### src/rtl/calc_pkg.sv
// Shared constants and types for the result demultiplexer.
package calc_pkg;

  localparam int unsigned DEFAULT_WIDTH = 8;
  localparam int unsigned NUM_CH        = 4;
  localparam int unsigned DROP_MAX      = 15;

  typedef logic [1:0] ch_idx_t;

endpackage

### src/rtl/demux_slot.sv
// One output channel: data register plus valid bit, written on an accepted write and
// cleared when its consumer acknowledges.
module demux_slot #(
  parameter int unsigned WIDTH = calc_pkg::DEFAULT_WIDTH
) (
  input  logic             clk_i,
  input  logic             rst_i,
  input  logic             wr_i,
  input  logic             ack_i,
  input  logic [WIDTH-1:0] d_i,
  output logic [WIDTH-1:0] y_o,
  output logic             vld_o
);

  logic [WIDTH-1:0] y_q, y_d;
  logic             vld_q, vld_d;

  // A write wins over a same-cycle ack so the new word stays valid.
  always_comb begin
    y_d   = y_q;
    vld_d = vld_q;
    if (wr_i) begin
      y_d   = d_i;
      vld_d = 1'b1;
    end else if (ack_i) begin
      vld_d = 1'b0;
    end
  end

  always_ff @(posedge clk_i) begin
    if (rst_i) begin
      y_q   <= '0;
      vld_q <= 1'b0;
    end else begin
      y_q   <= y_d;
      vld_q <= vld_d;
    end
  end

  assign y_o   = y_q;
  assign vld_o = vld_q;

endmodule

### src/rtl/result_demux4.sv
// Routes a data word to one of four registered channels selected by {s2,s1}; writes to a
// full, unacknowledged channel are dropped and counted.
module result_demux4
  import calc_pkg::*;
#(
  parameter int unsigned WIDTH = DEFAULT_WIDTH
) (
  input  logic             clk,
  input  logic             rst,
  input  logic [WIDTH-1:0] d,
  input  logic             s2,
  input  logic             s1,
  input  logic             en,
  input  logic [3:0]       ack,
  output logic             rdy,
  output logic [WIDTH-1:0] y0,
  output logic [WIDTH-1:0] y1,
  output logic [WIDTH-1:0] y2,
  output logic [WIDTH-1:0] y3,
  output logic [3:0]       vld,
  output logic             ovf,
  output logic [3:0]       drop_cnt
);

  ch_idx_t    idx;
  logic [3:0] sel;
  logic [3:0] wr;
  logic       drop;

  logic       ovf_q, ovf_d;
  logic [3:0] cnt_q, cnt_d;

  assign idx = {s2, s1};

  always_comb begin
    sel = 4'b0000;
    unique case (idx)
      2'd0: sel = 4'b0001;
      2'd1: sel = 4'b0010;
      2'd2: sel = 4'b0100;
      2'd3: sel = 4'b1000;
      default: sel = 4'b0000;
    endcase
  end

  // A channel drained by its consumer this cycle can be refilled on the same edge.
  assign rdy  = ~vld[idx] | ack[idx];
  assign wr   = sel & {4{en & rdy}};
  assign drop = en & ~rdy;

  demux_slot #(.WIDTH(WIDTH)) u_slot0 (
    .clk_i(clk), .rst_i(rst), .wr_i(wr[0]), .ack_i(ack[0]), .d_i(d), .y_o(y0), .vld_o(vld[0])
  );
  demux_slot #(.WIDTH(WIDTH)) u_slot1 (
    .clk_i(clk), .rst_i(rst), .wr_i(wr[1]), .ack_i(ack[1]), .d_i(d), .y_o(y1), .vld_o(vld[1])
  );
  demux_slot #(.WIDTH(WIDTH)) u_slot2 (
    .clk_i(clk), .rst_i(rst), .wr_i(wr[2]), .ack_i(ack[2]), .d_i(d), .y_o(y2), .vld_o(vld[2])
  );
  demux_slot #(.WIDTH(WIDTH)) u_slot3 (
    .clk_i(clk), .rst_i(rst), .wr_i(wr[3]), .ack_i(ack[3]), .d_i(d), .y_o(y3), .vld_o(vld[3])
  );

  always_comb begin
    ovf_d = ovf_q;
    cnt_d = cnt_q;
    if (drop) begin
      ovf_d = 1'b1;
      if (cnt_q != 4'(DROP_MAX)) begin
        cnt_d = cnt_q + 4'd1;
      end
    end
  end

  always_ff @(posedge clk) begin
    if (rst) begin
      ovf_q <= 1'b0;
      cnt_q <= 4'd0;
    end else begin
      ovf_q <= ovf_d;
      cnt_q <= cnt_d;
    end
  end

  assign ovf      = ovf_q;
  assign drop_cnt = cnt_q;

endmodule
### config.mk
export PLATFORM = sky130hd
export DESIGN_NAME = result_demux4
export DESIGN_NICKNAME = d
export VERILOG_FILES = /design/src/rtl/calc_pkg.sv /design/src/rtl/demux_slot.sv /design/src/rtl/result_demux4.sv
export SDC_FILE = /design/constraint.sdc
export NUM_CORES = 1
export LEC_CHECK = 0
export BUFFER_PORTS_ARGS = -buffer_cell sky130_fd_sc_hd__buf_2
export CAP_MARGIN = 20
export CELL_PAD_IN_SITES_DETAIL_PLACEMENT = 1
export CELL_PAD_IN_SITES_GLOBAL_PLACEMENT = 1
export CORE_MARGIN = 2
export CORE_UTILIZATION = 36
export CTS_CLUSTER_SIZE = 30
export DETAILED_ROUTE_END_ITERATION = 12
export PLACE_DENSITY = 0.83
export SETUP_SLACK_MARGIN = 0.02
export SLEW_MARGIN = 20
export SYNTH_ARGS = -nofsm -noshare
export SYNTH_HDL_FRONTEND = slang
export SYNTH_SLANG_ARGS = --single-unit
### constraint.sdc
create_clock -name clk -period 2.1 [get_ports clk]
set_input_delay 0.105 -clock clk [delete_from_list [all_inputs] [get_ports clk]]
set_output_delay 0.105 -clock clk [all_outputs]
set_load 0.02 [all_outputs]
* Word level (Yosys, flattened, before mapping)
Cells that the tools add are included.
W data, S select, Z words.
** Storage, ports and cells
- Register bits after elaboration :: 41
- Latch bits :: 0
- Memory bits (writable) :: 0
- Memory bits (read-only) :: 0
- Output and inout port bits :: 42
- Word-level logic and storage cells :: 41
- Memories :: 0
** Cells by class
- $add $sub $neg :: 1
- $mul :: 0
- Div/mod/pow operators :: 0
- $lt $le $gt $ge :: 1
- Equality and inequality tests :: 4
- Shifts and indexed selects :: 0
- Mux-type cells :: 13
- Bitwise gates (word level) :: 6
- Reduce and logical (&&, ||, !) cells :: 6
** Operators by type and width (number)
- $pmux W4 S4 :: 1
- $mux W1 :: 10
- $reduce_bool A2 Y1 :: 4
- $add A4 B1 Y4 const B :: 1
- $and A4 B4 Y4 :: 1
- $bmux W1 S2 :: 2
- $eq A2 B2 Y1 const B :: 2
- $ne A4 B4 Y1 const B :: 1
- $lt A2 B3 Y1 const B :: 1
- $and A1 B1 Y1 :: 2
- $eq A2 B1 Y1 const B :: 1
- $logic_not A2 Y1 :: 1
- $not A1 Y1 :: 2
- $reduce_and A2 Y1 :: 1
- $or A1 B1 Y1 :: 1

* Longest topological paths before layout
- Depth in word-level cells :: 7
- Gate-level depth with buffers :: 6

* Cells and area by module
Synthesis repeated with hierarchy kept, for this count alone.
** Second synthesis, totals
- Cells, all modules :: 158
- Area total of the unflattened synthesis :: 1625.3 sq um
** Modules (own cells, without submodules)
- demux_slot :: instances 4, cells an instance 30, area each 321.6 sq um, sequential area each 180.2 sq um
- result_demux4 :: instances 1, cells an instance 38, area each 339.1 sq um, sequential area each 100.1 sq um

* Least setup slack after synthesis
Ideal clock, no wire load.
- Path kind :: reg-to-reg
- From :: reg u_slot3.vld_q (netlist: u_slot3.vld_o)
- To :: reg cnt_q[0] (netlist: drop_cnt[0])
- Data arrival time :: 1.410 ns
- Slack :: 0.568 ns
- Stages on the path, launching flop included :: 5
- Path buffers :: 0
- Path through :: dfxtp_1 > nor2b_4 > mux4_2 > and3_4 > mux2_4
** On the way
- Word-level cells in the longest chain between the ends :: 7
** Ends and longest elaborated chain
- from (decl) :: RTL line demux_slot.sv:16 : logic vld_q, vld_d;
- from (signal assigned) :: RTL line demux_slot.sv:36 : vld_q <= vld_d;
- $bmux W1 S2 :: RTL line result_demux4.sv:47 : assign rdy = ~vld[idx] | ack[idx];
- $mux W1 (not written as such) :: RTL line result_demux4.sv:47
- $not A1 Y1 :: RTL line result_demux4.sv:47
- $or A1 B1 Y1 :: RTL line result_demux4.sv:47
- $not A1 Y1 :: RTL line result_demux4.sv:49 : assign drop = en & ~rdy;
- $and A1 B1 Y1 :: RTL line result_demux4.sv:49
- $reduce_and A2 Y1 (no line)
- to (signal assigned) :: RTL line result_demux4.sv:81 : cnt_q <= cnt_d;
- to (decl) :: RTL line result_demux4.sv:31 : logic [3:0] cnt_q, cnt_d;
Every way passes these cells. The select of a mux whose other input is x is not followed.
A chain may end at the register's enable or synchronous reset.

* Worst setup path after layout
- From :: reg u_slot1.vld_q (netlist: u_slot1.vld_o)
- To :: out rdy
** On the way
- Word-level cells in the longest chain between the ends :: 4
** Ends and longest elaborated chain
- from (decl) :: RTL line demux_slot.sv:16
- from (signal assigned) :: RTL line demux_slot.sv:36
- $bmux W1 S2 :: RTL line result_demux4.sv:47
- $mux W1 (not written as such) :: RTL line result_demux4.sv:47
- $not A1 Y1 :: RTL line result_demux4.sv:47
- $or A1 B1 Y1 :: RTL line result_demux4.sv:47
- to (decl) :: RTL line result_demux4.sv:15 : output logic rdy,
Every way passes these cells. The select of a mux whose other input is x is not followed.

==> out/results.ini <==
[synth]
synth_warnings=0
async_flop_share_pct=0
avgSynthCellArea_um2=10.2
netlist_area_um2=1620
synth-main-ff-cell=dfxtp_1
ys_types=26
synth-edff-count=0
syn_inst=159
synth_seq_cells=41
synth_nets=177
ys_seq_area_share_pct=50.5

[pwr]
p_leak_nw=0.977
switching_share_pct=23.6
seq_power_share_pct=49.6
power_density_nw_per_um2=801
intPower_w=0.00125
pwr-share-comb_pct=10.3
ir_drop_uv=440
power_switching_w=0.000387
p_clk_share_pct=40.1

[global_route]
grt-ovfl-total=0
grt_use_total_pct=16.4
use_met1_pct=19.9
top_usage_layer=met2
grt_pass1_wl_mm=6.21
grt_max_degree=23
antenna_found_initial=0
first_global_vias=1240
grt_use_met3_pct=4.13
use_met2_pct=25.8

[setup_path]
cp_top_family=multiplexers
crit_path_max_incr_delay_ns=0.54
startpoint=u_slot1.vld_o
crit_path_end_kind=primary output
r2r_slack_ns=0.46
arrival_ns=1.55
required_ns=2.00
r2r_start=u_slot0.vld_o
r2r_cells=4
crit_fanout=6
start_kind=flip-flop
crit_buf_inv=2
r2r_end=u_slot0.y_o[6]
critPathKind=reg -> out
worstPathCellList=nor2b_1 -> mux4_2 -> inv_1 -> buf_2
slowest_stage=mux4_2

[final_layout]
regArea_um2=821
drive_gt1_share_pct=34.6
diodes=0
areaGrowthSynthToFinish_pct=26.0
fill_cells=506
multi_input_area_um2=732
nets=231

[drt]
drc_errors=0
detail-route-antenna-nets=0
routed_via_density=4.87
drtIter0Drc=63
drt-pass1-iter-count=4
vias=1296
routed_wl_mm=3.90
wl_per_cell_um=14.7

[floorplan]
die_x_um=71.2
die-height_um=71.2
initial_utilization_pct=37.3
io_pins=59
core-area_um2=4350
die_area_um2=5060
rows=24

[placement]
port_buffers=58
gp_congestion=0.704
post-dp-hpwl_mm=2.71
pre_cts_slack_ns=0.488

[hold_path]
hp-class=in -> reg
worstHoldStart=d[0]
holdPathEnd=u_slot2.y_o[0]
whs_path_depth=3

[timing]
slew_violations=0
fmax_ghz=0.603
finalSetupViolCount=0
finalWorstSetupSlack_ns=0.442
max-slew-margin-rel_pct=57.7
worstMarginPinSlew_ns=0.634
final.setup.tns_ns=0
period_minus_slack_ns=1.66
hold_ws_ns=0.0962
hold_viol_final=0
fin_crit_sh_pct=79.0
fin_skew_ns=0.00420
rsz0062_at_grt=no

[run_status]
outcome=completed

[clock_network]
ctsResizeCount=0
cts_tree=done
post-cts-setup-buffers=0
htreeDepth=2
path_clk_slew_ns=0.08
root_buffer=clkbuf_8
clock-sinks=41
clk_latency_ns=0.29
numCtsBuffers=5
clock_path_buffers=2
hold_buffers=0

[job]
cap_viol_max_count=0

==> cell type report <==
cell class / count / share of cell area, %
sequential: 41 / 40.1
multi-input combinational: 103 / 35.8
timing repair buffer: 60 / 14.9
clock buffer: 7 / 4.22
tap: 52 / 3.18
clock inverter: 1 / 1.47
inverter: 2 / 0.367
==> registers in the layout, indices dropped and copies added (netlist names) <==
signal / flops
u_slot2.vld_o: 1
drop_cnt: 4
u_slot2.y_o: 8
u_slot0.vld_o: 1
u_slot3.vld_o: 1
u_slot1.y_o: 8
u_slot1.vld_o: 1
u_slot0.y_o: 8
u_slot3.y_o: 8
ovf: 1
==> worst register-to-register path, stage by stage (launching register included) <==
cell and delay (ns):
dfxtp_1 0.32, nor2b_1 0.13, or4b_1 0.73, mux2i_1 0.26
nor2_1 0.07
==> per-layer routing <==
layer / routed length [um] / up-vias
li1: - / 636
met3: 205 / 8
met4: 119 / 0
met5: 0 / -
met1: 1680 / 614
met2: 1890 / 38
==> power groups by stage <==
| stage | Clock, W | Sequential (W) | Combinational, W |
|---|---|---|---|
| 6_report | 0.000658 | 0.000814 | 0.000168 |
| 5_1_grt | 0.000707 | 0.000817 | 0.000185 |
| 4_1_cts | 0.000675 | 0.000814 | 0.000171 |
| 3_5_place_dp | 0 | 0.000832 | 0.000170 |
| 3_3_place_gp | 0 | 0.000831 | 0.000167 |
| 2_1_floorplan | 0 | 0.000858 | 0.0000811 |
==> metrics by stage <==
stage,area (um^2),utilization [%],instances,power [W]
2_1_floorplan,1620,-,159,0.000939
3_3_place_gp,1930,44.3,258,0.000998
3_5_place_dp,1930,44.3,258,0.00100
4_1_cts,2050,47.0,266,0.00166
5_1_grt,2050,47.0,266,0.00171
6_report,2050,47.0,266,0.00164
==> Yosys cell counts (2+ instances only) <==
| master | number | area [um^2] |
|---|---|---|
| a21oi_1 | 4 | 20.0 |
| inv_1 | 2 | 7.51 |
| a31oi_1 | 2 | 12.5 |
| dfxtp_1 | 41 | 821 |
| clkbuf_1 | 5 | 18.8 |
| mux2i_1 | 33 | 330 |
| nor2_1 | 37 | 139 |
| nor2b_1 | 4 | 25.0 |
| nand2b_1 | 5 | 31.3 |
| nand3_1 | 2 | 10.0 |
| and4b_1 | 2 | 20.0 |
| buf_2 | 4 | 20.0 |
| buf_4 | 4 | 30.0 |
| nand2_1 | 2 | 7.51 |
==> cell usage in the layout (no fill, tap or decap) <==
master     synthesis  layout
nor3_2             0       1
a21oi_1            4       4
inv_1              2       2
buf_2              4      58
nor2b_4            1       1
ha_1               1       1
dfxtp_1           41      41
nand2b_1           5       5
nor2_1            37      37
and4b_1            2       2
clkbuf_8           0       6
mux2_4             1       1
buf_4              4       2
nor2b_1            4       4
a211oi_1           1       1
and3_4             1       1
mux4_2             1       1
bufinv_16          0       1
or4b_1             1       1
and2_1             1       1
clkbuf_1           5       1
nand3_1            2       2
a311oi_2           1       1
nor2_2             1       1
nand2_1            2       2
and3_1             1       1
a31oi_1            2       2
mux2i_1           33      33
==> kinds of logic (layout without fill, tap and decap cells) <==
family / count (synthesis) / after routing / synth area share [%]
AND/OR/NAND/NOR: 59 / 59 / 18.0
flip-flops: 41 / 41 / 50.5
multiplexers: 35 / 35 / 22.7
buffers and inverters: 15 / 70 / 4.70
AO/OA/AOI/OAI: 8 / 8 / 3.39
adder cells (fa/ha/maj): 1 / 1 / 0.770
==> worst max-delay path by stage <==
stage                                end  slack (ns)  cells after the start
after global placement    u_slot0.y_o[4]        0.50                      4
after CTS                 u_slot0.y_o[6]        0.42                      4
after global routing                 rdy        0.37                      4
after detailed placement     drop_cnt[0]        0.49                      4
after floorplan              drop_cnt[0]        0.57                      4
final                                rdy        0.44                      4
Power figures use the tool's default switching activity.
